### src/rtl/uart_tx_arbiter_if.sv
// Requester / transmitter bus of the UART TX arbiter.
// slave: the arbiter side. master: the requesters plus the TX core side.
interface uart_tx_arbiter_if;
  logic [3:0]  i_req_valid;
  logic [31:0] i_req_data;
  logic [3:0]  i_req_last;
  logic [3:0]  o_req_ready;
  logic [3:0]  o_grant;
  logic        o_busy;
  logic        o_err;
  logic        o_TX_DV;
  logic [7:0]  o_TX_Byte;
  logic        i_TX_Active;
  logic        i_TX_Done;

  modport slave (
    input  i_req_valid, i_req_data, i_req_last, i_TX_Active, i_TX_Done,
    output o_req_ready, o_grant, o_busy, o_err, o_TX_DV, o_TX_Byte
  );

  modport master (
    output i_req_valid, i_req_data, i_req_last, i_TX_Active, i_TX_Done,
    input  o_req_ready, o_grant, o_busy, o_err, o_TX_DV, o_TX_Byte
  );
endinterface

### src/rtl/uart_tx_arbiter.sv
// Round-robin owner of the single UART transmitter across four byte streams.
// A grant is held for a whole packet; the watchdog frees a stuck owner.
module uart_tx_arbiter #(
  parameter int CLKS_PER_BIT = 868,
  parameter int TIMEOUT_CLKS = 12 * CLKS_PER_BIT
) (
  input  logic            i_clk,
  input  logic            i_rst,
  uart_tx_arbiter_if.slave bus
);
  localparam int WD_W = $clog2(TIMEOUT_CLKS + 1);
  localparam logic [WD_W-1:0] WD_LAST = WD_W'(TIMEOUT_CLKS - 1);
  localparam logic [WD_W-1:0] WD_MAX  = WD_W'(TIMEOUT_CLKS);

  // A watchdog shorter than one 10-bit frame would kill every healthy byte.
  if (TIMEOUT_CLKS < 10 * CLKS_PER_BIT) begin : g_bad_timeout
    $error("TIMEOUT_CLKS shorter than one UART frame");
  end

  typedef enum logic [1:0] {ST_IDLE, ST_SEND, ST_WAIT} state_e;

  state_e          state_q, state_d;
  logic [1:0]      ptr_q, ptr_d;
  logic [1:0]      gidx_q, gidx_d;
  logic [3:0]      grant_q, grant_d;
  logic            busy_q, busy_d;
  logic            err_q, err_d;
  logic            dv_q, dv_d;
  logic            last_q, last_d;
  logic [7:0]      byte_q, byte_d;
  logic [WD_W-1:0] wd_q, wd_d;

  logic [1:0] pick, cand;
  logic       pick_vld;
  logic [3:0] ready;
  logic       hs, wd_hit, rel;

  // Round-robin scan: walk from ptr+3 down to ptr so the closest-to-ptr valid wins.
  always_comb begin
    pick     = ptr_q;
    pick_vld = 1'b0;
    cand     = '0;
    for (int i = 3; i >= 0; i--) begin
      cand = ptr_q + 2'(i);
      if (bus.i_req_valid[cand]) begin
        pick     = cand;
        pick_vld = 1'b1;
      end
    end
  end

  // Only the owner in SEND may hand over a byte, and only while the TX core is idle.
  always_comb begin
    ready = '0;
    if (state_q == ST_SEND) ready[gidx_q] = bus.i_req_valid[gidx_q] & ~bus.i_TX_Active;
  end

  assign hs     = |ready;
  assign wd_hit = (wd_q == WD_LAST);

  // Next-state: grant, handshake, wait for Done, watchdog release.
  always_comb begin
    state_d = state_q;
    ptr_d   = ptr_q;
    gidx_d  = gidx_q;
    grant_d = grant_q;
    busy_d  = busy_q;
    err_d   = 1'b0;
    dv_d    = 1'b0;
    byte_d  = byte_q;
    last_d  = last_q;
    wd_d    = (wd_q == WD_MAX) ? wd_q : wd_q + 1'b1;
    rel     = 1'b0;
    case (state_q)
      ST_IDLE: begin
        wd_d = '0;
        if (pick_vld) begin
          gidx_d  = pick;
          grant_d = 4'b0001 << pick;
          busy_d  = 1'b1;
          state_d = ST_SEND;
        end
      end
      ST_SEND: begin
        if (hs) begin
          byte_d  = bus.i_req_data[{gidx_q, 3'b000} +: 8];
          dv_d    = 1'b1;
          last_d  = bus.i_req_last[gidx_q];
          wd_d    = '0;
          state_d = ST_WAIT;
        end else if (wd_hit) begin
          rel   = 1'b1;
          err_d = 1'b1;
        end
      end
      ST_WAIT: begin
        // Done in the load cycle belongs to an earlier byte, so it is ignored.
        if (bus.i_TX_Done && !dv_q) begin
          if (last_q) begin
            rel = 1'b1;
          end else begin
            state_d = ST_SEND;
            wd_d    = '0;
          end
        end else if (wd_hit) begin
          rel   = 1'b1;
          err_d = 1'b1;
        end
      end
      default: state_d = ST_IDLE;
    endcase
    if (rel) begin
      grant_d = '0;
      busy_d  = 1'b0;
      ptr_d   = gidx_q + 2'd1;
      wd_d    = '0;
      state_d = ST_IDLE;
    end
  end

  // State register with synchronous reset.
  always_ff @(posedge i_clk) begin
    if (i_rst) begin
      state_q <= ST_IDLE;
      ptr_q   <= '0;
      gidx_q  <= '0;
      grant_q <= '0;
      busy_q  <= 1'b0;
      err_q   <= 1'b0;
      dv_q    <= 1'b0;
      last_q  <= 1'b0;
      byte_q  <= '0;
      wd_q    <= '0;
    end else begin
      state_q <= state_d;
      ptr_q   <= ptr_d;
      gidx_q  <= gidx_d;
      grant_q <= grant_d;
      busy_q  <= busy_d;
      err_q   <= err_d;
      dv_q    <= dv_d;
      last_q  <= last_d;
      byte_q  <= byte_d;
      wd_q    <= wd_d;
    end
  end

  assign bus.o_req_ready = ready;
  assign bus.o_grant     = grant_q;
  assign bus.o_busy      = busy_q;
  assign bus.o_err       = err_q;
  assign bus.o_TX_DV     = dv_q;
  assign bus.o_TX_Byte   = byte_q;
endmodule

### src/flat_wrapper.sv
// flat-port wrapper written by rule: the top's interface ports become plain ports
module uart_tx_arbiter_flat 
#(
  parameter int CLKS_PER_BIT = 868,
  parameter int TIMEOUT_CLKS = 12 * CLKS_PER_BIT
)
  (i_clk, i_rst, bus_i_req_valid, bus_i_req_data, bus_i_req_last, bus_i_TX_Active, bus_i_TX_Done, bus_o_req_ready, bus_o_grant, bus_o_busy, bus_o_err, bus_o_TX_DV, bus_o_TX_Byte);
  uart_tx_arbiter_if bus_i ();
  input  logic i_clk;
  input  logic i_rst;
  input wire logic [$bits(bus_i.i_req_valid)-1:0] bus_i_req_valid;
  input wire logic [$bits(bus_i.i_req_data)-1:0] bus_i_req_data;
  input wire logic [$bits(bus_i.i_req_last)-1:0] bus_i_req_last;
  input wire logic [$bits(bus_i.i_TX_Active)-1:0] bus_i_TX_Active;
  input wire logic [$bits(bus_i.i_TX_Done)-1:0] bus_i_TX_Done;
  output wire logic [$bits(bus_i.o_req_ready)-1:0] bus_o_req_ready;
  output wire logic [$bits(bus_i.o_grant)-1:0] bus_o_grant;
  output wire logic [$bits(bus_i.o_busy)-1:0] bus_o_busy;
  output wire logic [$bits(bus_i.o_err)-1:0] bus_o_err;
  output wire logic [$bits(bus_i.o_TX_DV)-1:0] bus_o_TX_DV;
  output wire logic [$bits(bus_i.o_TX_Byte)-1:0] bus_o_TX_Byte;
  assign bus_i.i_req_valid = bus_i_req_valid;
  assign bus_i.i_req_data = bus_i_req_data;
  assign bus_i.i_req_last = bus_i_req_last;
  assign bus_i.i_TX_Active = bus_i_TX_Active;
  assign bus_i.i_TX_Done = bus_i_TX_Done;
  assign bus_o_req_ready = bus_i.o_req_ready;
  assign bus_o_grant = bus_i.o_grant;
  assign bus_o_busy = bus_i.o_busy;
  assign bus_o_err = bus_i.o_err;
  assign bus_o_TX_DV = bus_i.o_TX_DV;
  assign bus_o_TX_Byte = bus_i.o_TX_Byte;
  uart_tx_arbiter #(.CLKS_PER_BIT(CLKS_PER_BIT), .TIMEOUT_CLKS(TIMEOUT_CLKS)) u_core (.i_clk(i_clk), .i_rst(i_rst), .bus(bus_i));
endmodule
### config.mk
export PLATFORM = sky130hd
export DESIGN_NAME = uart_tx_arbiter_flat
export DESIGN_NICKNAME = d
export VERILOG_FILES = /design/src/rtl/uart_tx_arbiter_if.sv /design/src/rtl/uart_tx_arbiter.sv /design/src/flat_wrapper.sv
export SDC_FILE = /design/constraint.sdc
export NUM_CORES = 1
export LEC_CHECK = 0
export CAP_MARGIN = 20
export CORE_MARGIN = 4
export CORE_UTILIZATION = 50
export DETAILED_ROUTE_END_ITERATION = 6
export GPL_ROUTABILITY_DRIVEN = 0
export PLACE_DENSITY = 0.82
export SYNTH_ARGS = -nofsm -noshare
export SYNTH_HDL_FRONTEND = slang
export SYNTH_SLANG_ARGS = --single-unit
### constraint.sdc
create_clock -name i_clk -period 7.5 [get_ports i_clk]
set_input_delay 1.875 -clock i_clk [delete_from_list [all_inputs] [get_ports i_clk]]
set_output_delay 1.875 -clock i_clk [all_outputs]
set_load 0.02 [all_outputs]
# Word level (Yosys, flattened, before mapping)
# Cells that the tools add are included.
[word_totals]
ff_bits = 36
[op_classes]
addsub = 5
n_lt_le_gt_ge = 6
n_eq_ne = 8
shifts = 2
n_mux = 41
bitwise_logic = 4
reduce_logical = 10
[ops]
columns = ["operator", "count"]
rows = [
  ["$mux 14", 4],
  ["$pmux 14 s3", 1],
  ["$shiftx 32x6->8", 1],
  ["$eq 14x14->1 const B", 2],
  ["$mux 1", 17],
  ["$mux 2", 8],
  ["$lt 2x3->1 const B", 5],
  ["$add 14x1->14 const B", 1],
  ["$bmux 1 s2", 6],
  ["$ne 2x1->1 const B", 3],
  ["$pmux 2 s3", 1],
  ["$add 2x1->2 const B", 2],
  ["$add 2x2->2 const B", 2],
  ["$and 4x4->4", 1],
  ["$mux 4", 1],
  ["$pmux 1 s2", 2],
  ["$reduce_and 2->1", 2],
  ["$reduce_and 4->1", 1],
  ["$reduce_or 2->1", 2],
  ["$reduce_or 4->1", 1],
  ["$shl 1x2->4 const A", 1],
  ["$demux 1 s2", 1],
  ["$eq 2x1->1 const B", 1],
  ["$eq 2x2->1 const B", 1],
  ["7 further kinds", 9],
]

# Longest topological paths before layout
[logic_depth]
word_depth = 10
mapped_depth = 9
depth_no_buf = 7

# Least setup slack after synthesis
# OpenSTA, ideal clock, no wires.
[synth_path]
path_kind = "in2out"
startpoint = "input port bus_i_TX_Active"
endpoint = "output port bus_o_req_ready[0]"
arrival_ps = 2707
slack_ps = 2918
path_stages = 3
n_path_buf = 0
cell_sequence = "or3b_1 o22ai_2 and2_1"
[synth_between]
elab_chain_cells = 4
[synth_lines]
columns = ["element", "line", "rtl"]
rows = [
  ["start, declared", "flat_wrapper.sv:14", "input wire logic [$bits(bus_i.i_TX_Active)-1:0] bus_i_TX_Active;"],
  ["$not 1->1", "uart_tx_arbiter.sv:55", "if (state_q == ST_SEND) ready[gidx_q] = bus.i_req_valid[gidx_q] & ~bus.i_TX_Active;"],
  ["$and 1x1->1", "uart_tx_arbiter.sv:55", ""],
  ["$and 4x4->4 (no line)", "n/a", ""],
  ["$mux 4", "uart_tx_arbiter.sv:55", ""],
  ["end, declared", "flat_wrapper.sv:16", "output wire logic [$bits(bus_i.o_req_ready)-1:0] bus_o_req_ready;"],
]
# No other way between the ends.

# Final worst setup path
[layout_path]
startpoint = "input port bus_i_req_valid[3]"
endpoint = "output port bus_o_req_ready[3]"
[layout_between]
elab_chain_cells = 5
[layout_lines]
columns = ["element", "line", "rtl"]
rows = [
  ["start, declared", "flat_wrapper.sv:11", "input wire logic [$bits(bus_i.i_req_valid)-1:0] bus_i_req_valid;"],
  ["$bmux 1 s2", "uart_tx_arbiter.sv:55", ""],
  ["$mux 1 (implied by the code)", "uart_tx_arbiter.sv:55", ""],
  ["$and 1x1->1", "uart_tx_arbiter.sv:55", ""],
  ["$and 4x4->4 (no line)", "n/a", ""],
  ["$mux 4", "uart_tx_arbiter.sv:55", ""],
]
# No other way between the ends. The select of a mux whose other input is x is not followed.

==> flow_summary.ini <==
[critical_path]
path_max_fanout = 8
crit_required_ps = 5620
reg2reg_from = u_core.gidx_q[0]$_SDFFE_PP0P_
path_class = primary input to output port
critPathCaptureType = output port
cp-start-kind = primary input
crit_arrival_ps = 3760
crit_start = bus_i_req_valid[3]

[clock_network]
cts_root_buf = clkbuf_8
cts_buffer_depth = 2
cts.repair.resized = 0
clock-sinks = 36
htreeDepth = 2
post-cts-setup-buffer-count = 0
cts_buffers = 5
holdBufCountCts = 0
clock_latency_ps = 290
clk_pin_slew_ps = 60
cts_tree = yes

[placement]
place.port_buffers = 62
dp_hpwl_um = 3770

[yosys]
synthesis.nets = 274
synth_top_family_by_area = simple AND/OR/NAND/NOR gates
synth.area.top_cells = dfxtp_1 35%, mux4_2 9.9%, nor2_1 7.2%, ha_1 6.1%, mux2i_1 5.9%
ys_seq_elements = 36
synth.top_cell.area_share_pct = 35.2
yosys.area.top_type = dfxtp_1
avgSynthCellArea_um2 = 9.30
synthXorXnorAreaFrac_pct = 5.56
synth-edff-count = 0
synth_cell_types = 43
async_reset_ff_share_pct = 0
synth_mux_area_share_pct = 15.8
synth_flop_cell = dfxtp_1
post-synth-top-count-cell = nor2_1
synth_common_cells = 39 x nor2_1, 36 x dfxtp_1, 18 x nand2_1
yosys.area_share.simple_pct = 25.6
synthCells = 220
synth.yosys.warnings = 0
synth_compound_area_share_pct = 8.99
synth_area_mm2 = 0.00205
synthAdderAreaFrac_pct = 6.11
ys_seq_area_share_pct = 35.2

[detailed_routing]
drt-total-wl_um = 4770
num_vias = 1762
drc = 0
wire_per_inst_um = 14.4
dr.pass1.iters = 4
via_per_inst = 5.31
postRouteAntennaNets = 0
drt_iter0_drc = 80

[sta]
hold_violations = 0
relSlewSlack_pct = 38.1
fmax_ghz = 0.177
tns_ps = 0
skew_ps = 5.03
slew_violations = 0
rsz0062_at_grt = false
min_period_over_period_pct = 75.1
finalSetupViolations = 0
worst_pin_slew_ps = 916
period_needed_ps = 5630

[worst_hold_path]
min_from = u_core.bus.o_grant[1]$_SDFFE_PP0P_
hold_class = register to register

[final_layout]
drive_gt1_share_pct = 8.80
fillers = 294
area_growth_pct = 35.9
finish.utilization_pct = 73.3
final_nets = 338
antenna_cells = 0

[power_and_ir_drop]
finalPower_mw = 0.555
swShare_pct = 33.1
switching_power_mw = 0.184
internal-power_mw = 0.371
pwr-share-seq_pct = 41.6
peakVddDrop_mv = 0.127
p_comb_share_pct = 35.3
power.leakage_nw = 1.10
power.density_mw_per_mm2 = 199
clkPwrFrac_pct = 23.2

[floorplan]
die_area_mm2 = 0.00518
start_util_pct = 53.9
die_height_um = 72.0
core_mm2 = 0.00380
die_x_um = 72.0
ios = 63
row_count = 22

[global_routing]
grt_pass1_vias = 1720
grt_max_degree = 15
grt_use_total_pct = 19.6
grt_remaining_overflow = 0
grt_pass1_wl_um = 8120
antenna_found_initial = 0

[run_status]
status = complete, no violations

[run]
drv_cap = 0
-- layer usage --
layer  vias to the layer above  GRT usage [%]  wire length (µm)
li1                        903              -                 -
met1                       811           25.5              2090
met2                        41           33.2              2400
met3                         7           3.32               218
met4                         0           6.05                58
met5                         -              0                 0
-- layout make-up --
type	instances	area (µm²)	share of cell area, %
Clock buffer	6	72.6	2.61
Clock inverter	1	5.00	0.180
Inverter	9	33.8	1.21
Multi-Input combinational cell	170	1270	45.6
Sequential cell	36	721	25.9
Tap cell	48	60.1	2.16
Timing Repair Buffer	62	621	22.3
-- worst max-delay path: stages --
cell,delay (ps)
clkdlybuf4s50_1,600
mux2i_1,160
o22ai_2,340
and2_1,180
clkdlybuf4s50_1,610
-- power by group through the flow --
stage | Clock [mW] | Sequential [mW] | Combinational [mW]
6_report | 0.129 | 0.231 | 0.196
5_1_grt | 0.141 | 0.234 | 0.217
4_1_cts | 0.132 | 0.232 | 0.196
3_5_place_dp | 0 | 0.236 | 0.196
3_3_place_gp | 0 | 0.235 | 0.192
2_1_floorplan | 0 | 0.237 | 0.125
-- per-stage QoR --
stage               instances  instance area (µm²)  setup WS (ps)  hold WS (ps)
floorplan                 220                 2050           2920           478
global placement          325                 2710           1920           443
detailed placement        325                 2710           1850           447
CTS                       332                 2780           1850           455
global route              332                 2780           1730           475
finish                    332                 2780           1870           452
-- cells by family (layout without fill, tap and decap cells) --
group           count (synthesis)  in the layout
compound gates                 26             26
xor+xnor                       13             13
fa+ha+maj                      10             10
buf+inv                        14             78
flops                          36             36
mux                            21             21
simple gates                  100            100
-- worst paths after layout --
path / end / slack [ps] / cells after the start
setup / recovery: bus_o_req_ready[3] / 1870 / 5
hold / removal: u_core.bus.o_grant[1]$_SDFFE_PP0P_ / 450 / 2
setup reg to reg: u_core.wd_q[7]$_SDFF_PP0_ / 4680 / 7
hold reg to reg: u_core.bus.o_grant[1]$_SDFFE_PP0P_ / 450 / 2
-- registers in the layout (all words and copies together) (netlist names) --
signal and flops:
u_core.bus.o_TX_Byte 8, u_core.wd_q 14, u_core.state_q 2, u_core.bus.o_grant 4, u_core.ptr_q 2, u_core.last_q 1, u_core.gidx_q 2, u_core.bus.o_busy 1
u_core.bus.o_TX_DV 1, u_core.bus.o_err 1
-- layout by cell type (no fill, tap or decap), drive strengths merged, types with 2 or more instances in the layout --
cell type and n:
clkdlybuf4s50 62, nor2 39, dfxtp 36, nand2 18, mux2i 12, a21oi 10
ha 10, inv 9, mux4 9, xor2 9, nand3 8, and2 6
clkbuf 6, nand3b 5, o21ai 5, nor2b 4, xnor2 4, or4 3
nand4 3, nor4 3, or3b 3, nand2b 2, o211a 2, and3 2
Note: power is estimated with default switching activity, not from simulation.
